==> src/rtl/score_table_pkg.sv <==
// Shared constants for the high-score table: game phases, button bit positions
// and the insertion FSM state encoding.
package score_table_pkg;

   localparam logic [1:0] GS_IDLE  = 2'd0;
   localparam logic [1:0] GS_PLAY  = 2'd1;
   localparam logic [1:0] GS_OVER  = 2'd2;
   localparam logic [1:0] GS_BOARD = 2'd3;

   localparam int BTN_NEXT = 0;
   localparam int BTN_PREV = 1;
   localparam int BTN_EXIT = 2;

   typedef enum logic [1:0] {
      ST_IDLE  = 2'd0,
      ST_SHIFT = 2'd1,
      ST_WRITE = 2'd2
   } fsm_state_t;

endpackage

==> src/rtl/score_table_if.sv <==
// Bundle of game-side inputs and scoreboard outputs for score_table.
interface score_table_if #(
   parameter int DEPTH   = 8,
   parameter int ID_W    = 16,
   parameter int SCORE_W = 16
) ();

   localparam int CNT_W = $clog2(DEPTH + 1);
   localparam int IDX_W = $clog2(DEPTH);

   logic [2:0]             buttons;
   logic [ID_W-1:0]        user_id;
   logic [SCORE_W-1:0]     score;
   logic [1:0]             game_state;
   logic                   busy;
   logic [CNT_W-1:0]       entry_count;
   logic [IDX_W-1:0]       display_index;
   logic [ID_W+SCORE_W-1:0] display_data;
   logic                   scoreboard_eof;

   modport master (
      output buttons, user_id, score, game_state,
      input  busy, entry_count, display_index, display_data, scoreboard_eof
   );

   modport slave (
      input  buttons, user_id, score, game_state,
      output busy, entry_count, display_index, display_data, scoreboard_eof
   );

endinterface

==> src/rtl/button_edge.sv <==
// Registered rising-edge detector: each low-to-high transition of a button
// produces a single-cycle pulse one cycle later.
module button_edge (
   input  logic       clk,
   input  logic       srst,
   input  logic [2:0] buttons,
   output logic [2:0] rise
);

   logic [2:0] prev_reg;
   logic [2:0] rise_reg;

   always_ff @(posedge clk) begin
      if (srst) begin
         prev_reg <= '0;
         rise_reg <= '0;
      end else begin
         prev_reg <= buttons;
         rise_reg <= buttons & ~prev_reg;
      end
   end

   assign rise = rise_reg;

endmodule

==> src/rtl/score_table.sv <==
// Ranked high-score table with one-rank-per-cycle insertion sort and a
// button-driven board view.
module score_table
   import score_table_pkg::*;
#(
   parameter int DEPTH   = 8,
   parameter int ID_W    = 16,
   parameter int SCORE_W = 16
) (
   input  logic         clk,
   input  logic         rst,
   score_table_if.slave bus
);

   localparam int CNT_W = $clog2(DEPTH + 1);
   localparam int IDX_W = $clog2(DEPTH);
   localparam logic [IDX_W-1:0] LAST_RANK = IDX_W'(DEPTH - 1);
   localparam logic [CNT_W-1:0] FULL_COUNT = CNT_W'(DEPTH);

   logic [1:0]         gs_reg;
   fsm_state_t         state_reg;
   logic [IDX_W-1:0]   ptr_reg;
   logic [ID_W-1:0]    new_id_reg;
   logic [SCORE_W-1:0] new_score_reg;
   logic               busy_reg;
   logic [CNT_W-1:0]   count_reg;

   logic               valid_reg  [DEPTH];
   logic [ID_W-1:0]    ids_reg    [DEPTH];
   logic [SCORE_W-1:0] scores_reg [DEPTH];

   logic [IDX_W-1:0]        idx_reg;
   logic [ID_W+SCORE_W-1:0] data_reg;
   logic                    eof_reg;

   logic [DEPTH-1:0] move_down;
   logic             trigger;
   logic             discard;
   logic [2:0]       btn_rise;

   // move_down[i]: rank i-1 must slide into rank i to make room for the new
   // entry. Empty ranks slide too, which keeps valid entries packed at the top.
   generate
      for (genvar gi = 0; gi < DEPTH; gi++) begin : g_move
         if (gi == 0) begin : g_top
            assign move_down[gi] = 1'b0;
         end else begin : g_rank
            assign move_down[gi] = !valid_reg[gi-1] || (scores_reg[gi-1] < new_score_reg);
         end
      end
   endgenerate

   assign trigger = (bus.game_state == GS_OVER) && (gs_reg != GS_OVER) && (state_reg == ST_IDLE);
   assign discard = valid_reg[DEPTH-1] && (new_score_reg <= scores_reg[DEPTH-1]);

   always_ff @(posedge clk) begin
      if (rst) begin
         gs_reg <= GS_IDLE;
      end else begin
         gs_reg <= bus.game_state;
      end
   end

   always_ff @(posedge clk) begin
      if (rst) begin
         state_reg     <= ST_IDLE;
         ptr_reg       <= '0;
         new_id_reg    <= '0;
         new_score_reg <= '0;
         busy_reg      <= 1'b0;
         count_reg     <= '0;
         for (int i = 0; i < DEPTH; i++) begin
            valid_reg[i]  <= 1'b0;
            ids_reg[i]    <= '0;
            scores_reg[i] <= '0;
         end
      end else begin
         case (state_reg)
            ST_IDLE: begin
               if (trigger) begin
                  new_id_reg    <= bus.user_id;
                  new_score_reg <= bus.score;
                  ptr_reg       <= LAST_RANK;
                  busy_reg      <= 1'b1;
                  state_reg     <= ST_SHIFT;
               end
            end
            ST_SHIFT: begin
               // A full table whose last score already beats the newcomer stays untouched.
               if (ptr_reg == LAST_RANK && discard) begin
                  busy_reg  <= 1'b0;
                  state_reg <= ST_IDLE;
               end else if (move_down[ptr_reg]) begin
                  valid_reg[ptr_reg]  <= valid_reg[ptr_reg - 1'b1];
                  ids_reg[ptr_reg]    <= ids_reg[ptr_reg - 1'b1];
                  scores_reg[ptr_reg] <= scores_reg[ptr_reg - 1'b1];
                  ptr_reg             <= ptr_reg - 1'b1;
               end else begin
                  state_reg <= ST_WRITE;
               end
            end
            ST_WRITE: begin
               valid_reg[ptr_reg]  <= 1'b1;
               ids_reg[ptr_reg]    <= new_id_reg;
               scores_reg[ptr_reg] <= new_score_reg;
               if (count_reg != FULL_COUNT) begin
                  count_reg <= count_reg + 1'b1;
               end
               busy_reg  <= 1'b0;
               state_reg <= ST_IDLE;
            end
            default: begin
               state_reg <= ST_IDLE;
            end
         endcase
      end
   end

   button_edge u_button_edge (
      .clk     (clk),
      .srst    (rst),
      .buttons (bus.buttons),
      .rise    (btn_rise)
   );

   logic             board_active;
   logic             enter_board;
   logic [IDX_W-1:0] last_idx;
   logic             go_next;
   logic             go_prev;

   assign board_active = (bus.game_state == GS_BOARD) && !busy_reg;
   assign enter_board  = (bus.game_state == GS_BOARD) && (gs_reg != GS_BOARD);
   assign last_idx     = IDX_W'(count_reg - CNT_W'(1));
   assign go_next      = btn_rise[BTN_NEXT] && !btn_rise[BTN_PREV];
   assign go_prev      = btn_rise[BTN_PREV] && !btn_rise[BTN_NEXT];

   always_ff @(posedge clk) begin
      if (rst) begin
         idx_reg  <= '0;
         data_reg <= '0;
         eof_reg  <= 1'b0;
      end else begin
         eof_reg <= board_active && btn_rise[BTN_EXIT];
         if (enter_board) begin
            idx_reg <= '0;
         end else if (board_active) begin
            if (btn_rise[BTN_EXIT]) begin
               idx_reg <= '0;
            end else if (go_next) begin
               idx_reg <= (count_reg == '0 || idx_reg == last_idx) ? '0 : idx_reg + 1'b1;
            end else if (go_prev) begin
               if (idx_reg == '0) begin
                  idx_reg <= (count_reg == '0) ? '0 : last_idx;
               end else begin
                  idx_reg <= idx_reg - 1'b1;
               end
            end
         end
         data_reg <= valid_reg[idx_reg] ? {ids_reg[idx_reg], scores_reg[idx_reg]} : '0;
      end
   end

   assign bus.busy           = busy_reg;
   assign bus.entry_count    = count_reg;
   assign bus.display_index  = idx_reg;
   assign bus.display_data   = data_reg;
   assign bus.scoreboard_eof = eof_reg;

endmodule

==> src/flat_wrapper.sv <==
// flat-port wrapper written by rule: the top's interface ports become plain ports
module score_table_flat import score_table_pkg::*;
#(
   parameter int DEPTH   = 8,
   parameter int ID_W    = 16,
   parameter int SCORE_W = 16
)
  (clk, rst, bus_buttons, bus_user_id, bus_score, bus_game_state, bus_busy, bus_entry_count, bus_display_index, bus_display_data, bus_scoreboard_eof);
  score_table_if #(.DEPTH(DEPTH), .ID_W(ID_W), .SCORE_W(SCORE_W)) bus_i ();
  input  logic clk;
  input  logic rst;
  input wire logic [$bits(bus_i.buttons)-1:0] bus_buttons;
  input wire logic [$bits(bus_i.user_id)-1:0] bus_user_id;
  input wire logic [$bits(bus_i.score)-1:0] bus_score;
  input wire logic [$bits(bus_i.game_state)-1:0] bus_game_state;
  output wire logic [$bits(bus_i.busy)-1:0] bus_busy;
  output wire logic [$bits(bus_i.entry_count)-1:0] bus_entry_count;
  output wire logic [$bits(bus_i.display_index)-1:0] bus_display_index;
  output wire logic [$bits(bus_i.display_data)-1:0] bus_display_data;
  output wire logic [$bits(bus_i.scoreboard_eof)-1:0] bus_scoreboard_eof;
  assign bus_i.buttons = bus_buttons;
  assign bus_i.user_id = bus_user_id;
  assign bus_i.score = bus_score;
  assign bus_i.game_state = bus_game_state;
  assign bus_busy = bus_i.busy;
  assign bus_entry_count = bus_i.entry_count;
  assign bus_display_index = bus_i.display_index;
  assign bus_display_data = bus_i.display_data;
  assign bus_scoreboard_eof = bus_i.scoreboard_eof;
  score_table #(.DEPTH(DEPTH), .ID_W(ID_W), .SCORE_W(SCORE_W)) u_core (.clk(clk), .rst(rst), .bus(bus_i));
endmodule
==> config.mk <==
export PLATFORM = sky130hd
export DESIGN_NAME = score_table_flat
export DESIGN_NICKNAME = d
export VERILOG_FILES = /design/src/rtl/score_table_pkg.sv /design/src/rtl/score_table_if.sv /design/src/rtl/button_edge.sv /design/src/rtl/score_table.sv /design/src/flat_wrapper.sv
export SDC_FILE = /design/constraint.sdc
export NUM_CORES = 1
export LEC_CHECK = 0
export CAP_MARGIN = 25
export CELL_PAD_IN_SITES_DETAIL_PLACEMENT = 0
export CELL_PAD_IN_SITES_GLOBAL_PLACEMENT = 1
export CORE_MARGIN = 5
export CORE_UTILIZATION = 55
export DETAILED_ROUTE_END_ITERATION = 10
export GPL_ROUTABILITY_DRIVEN = 0
export GPL_TIMING_DRIVEN = 1
export PLACE_DENSITY = 0.94
export SLEW_MARGIN = 30
export SYNTH_ARGS = -nofsm -noshare
export SYNTH_HDL_FRONTEND = slang
export SYNTH_SLANG_ARGS = --single-unit
==> constraint.sdc <==
create_clock -name clk -period 7.6 [get_ports clk]
set_input_delay 1.14 -clock clk [delete_from_list [all_inputs] [get_ports clk]]
set_output_delay 1.14 -clock clk [all_outputs]
set_load 0.02 [all_outputs]
==> impl_metrics.toml, run 1 <==
[status]
status = "finished clean"

[route]
drc = 0
wire_per_inst_um = 26.0
met1_length_um = 20900
drt_iter0_markers = 1955
drt-total-wl_um = 55200
top_layer = "met4"
wl_met2_um = 25700
dr.pass1.iters = 5
dr_total_vias = 14000
ant_nets = 0
wl_met3_um = 6470
vias_per_cell = 6.59

[worst_hold_path]
min_path_type = "register to register"

[grt]
grt_usage = 0.282
grt_pass1_wl_um = 84200
antenna_found_initial = 0
grt.overflow.total = 0
grt_max_degree = 66
grt_pass1_vias = 14100

[logic_synthesis]
synth.avg_cell_area_um2 = 12.2
synth_area_leaders = "edfxtp_1, mux4_2, dfxtp_1, ha_1, nor2_1"
ys_seq_area_frac = 0.500
post-synth-top-area-cell = "edfxtp_1"
synth_flop_cell = "edfxtp_1"
synthesis.area_um2 = 19400
syn_nets = 1767
synthArstFlopShare = 0
synthDistinctLibCells = 71
synth_edf_count = 264
syn_inst = 1595
synth_seq_cells = 353
yosysTopAreaCellShare = 0.408
synth_warnings = 0

[worst_setup_path]
worstSetupStartpoint = "u_core.scores_reg[7][15]$_SDFFCE_PN0P_"
r2r-start = "u_core.scores_reg[7][15]$_SDFFCE_PN0P_"
critical_path.max_stage_delay_ns = 0.67
crit_path_start_kind = "register"
crit_end = "u_core.ids_reg[4][9]$_SDFFCE_PN0P_"
path_cells = "inv_1, ha_1, nand4_1, nor4_2, o21ai_1, a31oi_1, a21boi_1, o211ai_1, nand2b_1, a31o_2, buf_4"
worstPathMaxFanout = 20
r2r-end = "u_core.ids_reg[4][9]$_SDFFCE_PN0P_"
rrSetupSlack_ns = 2.84
cp.arrival_ns = 4.95
critPathSlowestCell = "a31o_2"
required_ns = 7.79
endpoint_kind = "register"
critPathKind = "register to register"
reg2reg_depth = 11

[finish]
antenna_cells = 0
n_fill_cell = 2616
layout_commonest_cell = "nor2_1"
syn_to_final_growth_pct = 12.2
design_area_um2 = 21800
fin_util = 0.628
nets = 1815
fin_cells = 2127
drive_above_1_share = 0.154
layout_common_cells = "nor2_1, edfxtp_1, mux4_2, ha_1, a21oi_1"

[sta]
skew_ns = 0.0146
holdWs_ns = 0.387
layout_setup_ws_ns = 2.84
worstMarginPinSlew_ns = 1.04
hold_viol_final = 0
rsz0062_at_grt = "false"
min_period_ns = 4.76
setup_viol = 0
fin_tns_setup_ns = 0
fmax_mhz = 210
slew_violations = 0
fin_crit_sh = 0.626
maxSlewHeadroom = 0.309

[clock_network]
htreeDepth = 2
clk_pin_slew_ns = 0.06
cts_resized = 0
clkLatencyLatePin_ns = 0.54
cts_setup_buffers = 0
clkSinkCount = 353
cts_buffers = 37
ctsHoldBuffers = 0
cts_tree = "yes"
clockBufferDepth = 3
clockRootBuffer = "clkbuf_16"

[floorplan]
pin_count = 80
fp.dieH_um = 198
die_width_um = 198
dieArea_um2 = 39200
start_util = 0.560
core_um2 = 34700
row_count = 68

[placed_design]
place_area_um2 = 20600
dp_slack_ns = 2.99
dpl.hpwl_um = 33300
port_buffers = 79
dp.cells = 2058

[flow_run]
maxCapViolCount = 0

[power]
max-vdd-ir-drop_v = 0.000176
power_density_nw_per_um2 = 259
leakage_nw = 7.81
power_mw = 5.64
final cells by class:
type                       count  area (µm²)  share of cell area
sequential                   353        9720               0.446
clock inverter                17         149             0.00683
inverter                      43         161             0.00740
clock buffer                  51        1050              0.0482
tap                          455         569              0.0261
multi-input combinational   1105        9180               0.421
timing repair buffer         103         978              0.0449
per-layer routing:
metal / vias up / global-route usage
li1: 6036 / -
met2: 926 / 0.449
met3: 160 / 0.0648
met1: 6891 / 0.382
met4: 0 / 0.107
met5: - / 0
worst min-delay path by stage:
stage | from | to | cells after the start
2_1_floorplan | u_core.u_button_edge.prev_reg[0]$_SDFF_PP0_ | u_core.u_button_edge.rise[0]$_SDFF_PP0_ | 1
3_3_place_gp | u_core.u_button_edge.prev_reg[2]$_SDFF_PP0_ | u_core.u_button_edge.rise[2]$_SDFF_PP0_ | 1
3_5_place_dp | u_core.u_button_edge.prev_reg[1]$_SDFF_PP0_ | u_core.u_button_edge.rise[1]$_SDFF_PP0_ | 1
4_1_cts | u_core.u_button_edge.prev_reg[0]$_SDFF_PP0_ | u_core.u_button_edge.rise[0]$_SDFF_PP0_ | 1
5_1_grt | u_core.u_button_edge.prev_reg[0]$_SDFF_PP0_ | u_core.u_button_edge.rise[0]$_SDFF_PP0_ | 1
6_report | u_core.u_button_edge.prev_reg[0]$_SDFF_PP0_ | u_core.u_button_edge.rise[0]$_SDFF_PP0_ | 1
Yosys cell counts, types with 4 or more instances:
cell and instances:
nand3_1 8, a31oi_1 4, mux4_2 132, a21oi_1 117
nor4_1 4, o21ai_1 4, a31o_2 7, dfxtp_1 89
a211oi_1 8, nor3_1 8, mux2i_1 66, inv_1 40
ha_1 133, buf_6 12, nor2_1 354, nor2_2 10
a21o_1 7, o211ai_4 5, xor2_1 7, nand2_1 105
nand4_1 16, o21ai_0 28, nand2b_1 7, buf_2 21
nor2b_1 19, nor3b_1 4, clkbuf_1 41, buf_1 19
edfxtp_1 264
critical path: cells and delay by family (launching register included):
kind | cells | cell delay [ns]
AND/OR/NAND/NOR | 3 | 1.13
buffers and inverters | 2 | 0.56
flip-flops | 1 | 0.37
adder cells (fa/ha/maj) | 1 | 0.34
AO/OA/AOI/OAI | 5 | 1.98
power breakdown:
group | total, mW | switching (mW) | leakage (nW) | internal (mW)
Clock | 1.81 | 0.788 | 0.587 | 1.02
Combinational | 1.50 | 0.923 | 3.76 | 0.581
Sequential | 2.33 | 0.128 | 3.46 | 2.20
logic make-up after synthesis:
kind of cell / Yosys count / share of synthesized area
simple gates: 547 / 0.117
flops: 353 / 0.500
compound gates: 216 / 0.0725
mux: 199 / 0.188
buf+inv: 137 / 0.0330
fa+ha+maj: 133 / 0.0856
xor+xnor: 10 / 0.00451
Power figures use the tool's default switching activity.
==> run 2: changes to the inputs <==
--- a/config.mk
+++ b/config.mk
@@ -9,11 +9,11 @@
 export CELL_PAD_IN_SITES_DETAIL_PLACEMENT = 0
 export CELL_PAD_IN_SITES_GLOBAL_PLACEMENT = 1
 export CORE_MARGIN = 5
-export CORE_UTILIZATION = 55
+export CORE_UTILIZATION = 51
 export DETAILED_ROUTE_END_ITERATION = 10
 export GPL_ROUTABILITY_DRIVEN = 0
 export GPL_TIMING_DRIVEN = 1
-export PLACE_DENSITY = 0.94
+export PLACE_DENSITY = 0.88
 export SLEW_MARGIN = 30
 export SYNTH_ARGS = -nofsm -noshare
 export SYNTH_HDL_FRONTEND = slang
==> constraint.sdc (replaced) <==
create_clock -name clk -period 4.8 [get_ports clk]
set_input_delay 0.72 -clock clk [delete_from_list [all_inputs] [get_ports clk]]
set_output_delay 0.72 -clock clk [all_outputs]
set_load 0.02 [all_outputs]
==> impl_metrics.toml, run 2 (same netlist as run 1, synthesis figures left out) <==
[status]
status = "finished clean"

[sta]
fin_crit_sh = 0.899
hold_viol_final = 0
fmax_mhz = 232
maxSlewHeadroom = 0.313
worstMarginPinSlew_ns = 1.03
rsz0062_at_grt = "false"
fin_tns_setup_ns = 0
setup_viol = 0
slew_violations = 0
skew_ns = 0.0180
min_period_ns = 4.32

[clock_network]
cts_tree = "yes"
clk_pin_slew_ns = 0.06
cts_setup_buffers = 0
clkLatencyLatePin_ns = 0.55
cts_resized = 0
clkSinkCount = 353
cts_buffers = 38
htreeDepth = 2
ctsHoldBuffers = 0
clockBufferDepth = 3
clockRootBuffer = "clkbuf_16"

[worst_setup_path]
required_ns = 5.03
r2r-end = "u_core.ids_reg[2][4]$_SDFFCE_PN0P_"
rrSetupSlack_ns = 0.48
endpoint_kind = "register"
worstPathMaxFanout = 23
cp.arrival_ns = 4.54
reg2reg_depth = 11
r2r-start = "u_core.new_score_reg[11]$_SDFFE_PP0P_"
critPathKind = "register to register"
crit_path_start_kind = "register"

[finish]
layout_commonest_cell = "nor2_1"
drive_above_1_share = 0.163
fin_util = 0.588
antenna_cells = 0
multi_input_area_um2 = 9160
syn_to_final_growth_pct = 13.9
nets = 1827
layout_common_cells = "nor2_1, edfxtp_1, mux4_2"
seq_area_um2 = 9720
fin_cells = 2196
n_fill_cell = 3026

[placed_design]
port_buffers = 79
dpl.hpwl_um = 35500
dp.cells = 2126

[power]
max-vdd-ir-drop_v = 0.000224
leakage_nw = 7.93
power_density_nw_per_um2 = 412
power_mw = 9.12

[grt]
grt_pass1_vias = 13800
grt_max_degree = 66
antenna_found_initial = 0
grt_usage = 0.264
grt_pass1_wl_um = 84000
grt.overflow.total = 0

[route]
drt_iter0_markers = 1573
wire_per_inst_um = 25.1
drt-total-wl_um = 55200
dr.pass1.iters = 7
vias_per_cell = 6.28
dr_total_vias = 13800
ant_nets = 0
drc = 0

[floorplan]
start_util = 0.516
row_count = 71
fp.dieH_um = 205
die_width_um = 205
core_um2 = 37700
pin_count = 80
dieArea_um2 = 42100

[worst_hold_path]
hold_depth = 1
min_path_type = "register to register"
hold_start = "u_core.u_button_edge.prev_reg[2]$_SDFF_PP0_"
holdPathEnd = "u_core.u_button_edge.rise[2]$_SDFF_PP0_"

[flow_run]
maxCapViolCount = 0
## run 2: worst max-delay path by stage
stage / startpoint / end / slack (ns) / cells after the start
global route: u_core.new_score_reg[11]$_SDFFE_PP0P_ / u_core.ids_reg[2][11]$_SDFFCE_PN0P_ / 0.12 / 11
detailed placement: u_core.new_score_reg[11]$_SDFFE_PP0P_ / u_core.ids_reg[2][11]$_SDFFCE_PN0P_ / 0.57 / 11
global placement: u_core.new_score_reg[9]$_SDFFE_PP0P_ / u_core.ids_reg[5][12]$_SDFFCE_PN0P_ / 0.71 / 11
finish: u_core.new_score_reg[11]$_SDFFE_PP0P_ / u_core.ids_reg[2][4]$_SDFFCE_PN0P_ / 0.48 / 11
CTS: u_core.new_score_reg[11]$_SDFFE_PP0P_ / u_core.ids_reg[2][4]$_SDFFCE_PN0P_ / 0.58 / 11
floorplan: u_core.new_score_reg[10]$_SDFFE_PP0P_ / u_core.ids_reg[5][0]$_SDFFCE_PN0P_ / 1.16 / 11
## run 2: final cells by class
type,count,share of cell area
clock buffers,49,0.0476
multi-input cells,1105,0.414
well taps,511,0.0289
repair buffers,114,0.0534
flip-flops and latches,353,0.439
clock inverters,21,0.00956
inverters,43,0.00729
## run 2: per-stage QoR
| stage | instance area (µm²) | worst slack (ns) | hold slack [ns] |
|---|---|---|---|
| global route | 22100 | 0.118 | 0.407 |
| detailed placement | 20900 | 0.566 | 0.386 |
| CTS | 22100 | 0.578 | 0.394 |
| finish | 22100 | 0.484 | 0.392 |
| floorplan | 19400 | 1.16 | 0.367 |
| global placement | 20800 | 0.712 | 0.376 |
## run 2: metal layers
layer  vias to the layer above  wire, µm  GRT usage
met1                      6791     21800      0.375
met4                         0      1650     0.0830
met3                       108      6350     0.0624
li1                       6060         -          -
met2                       829     25400      0.407
met5                         -         0          0
## run 2: critical path, cell delays in order, from the launching register on
cell and delay [ns]:
dfxtp_1 0.37, inv_1 0.17, ha_1 0.38, a21oi_1 0.17
o21ai_0 0.17, a2111oi_0 0.61, o21ai_0 0.30, a21boi_1 0.32
o211ai_1 0.29, nand2b_1 0.33, a31o_2 0.57, buf_12 0.30
## run 2: where the power goes
part / switching, mW / internal, mW
combinational: 1.49 / 0.970
clock: 1.24 / 1.73
sequential: 0.201 / 3.49
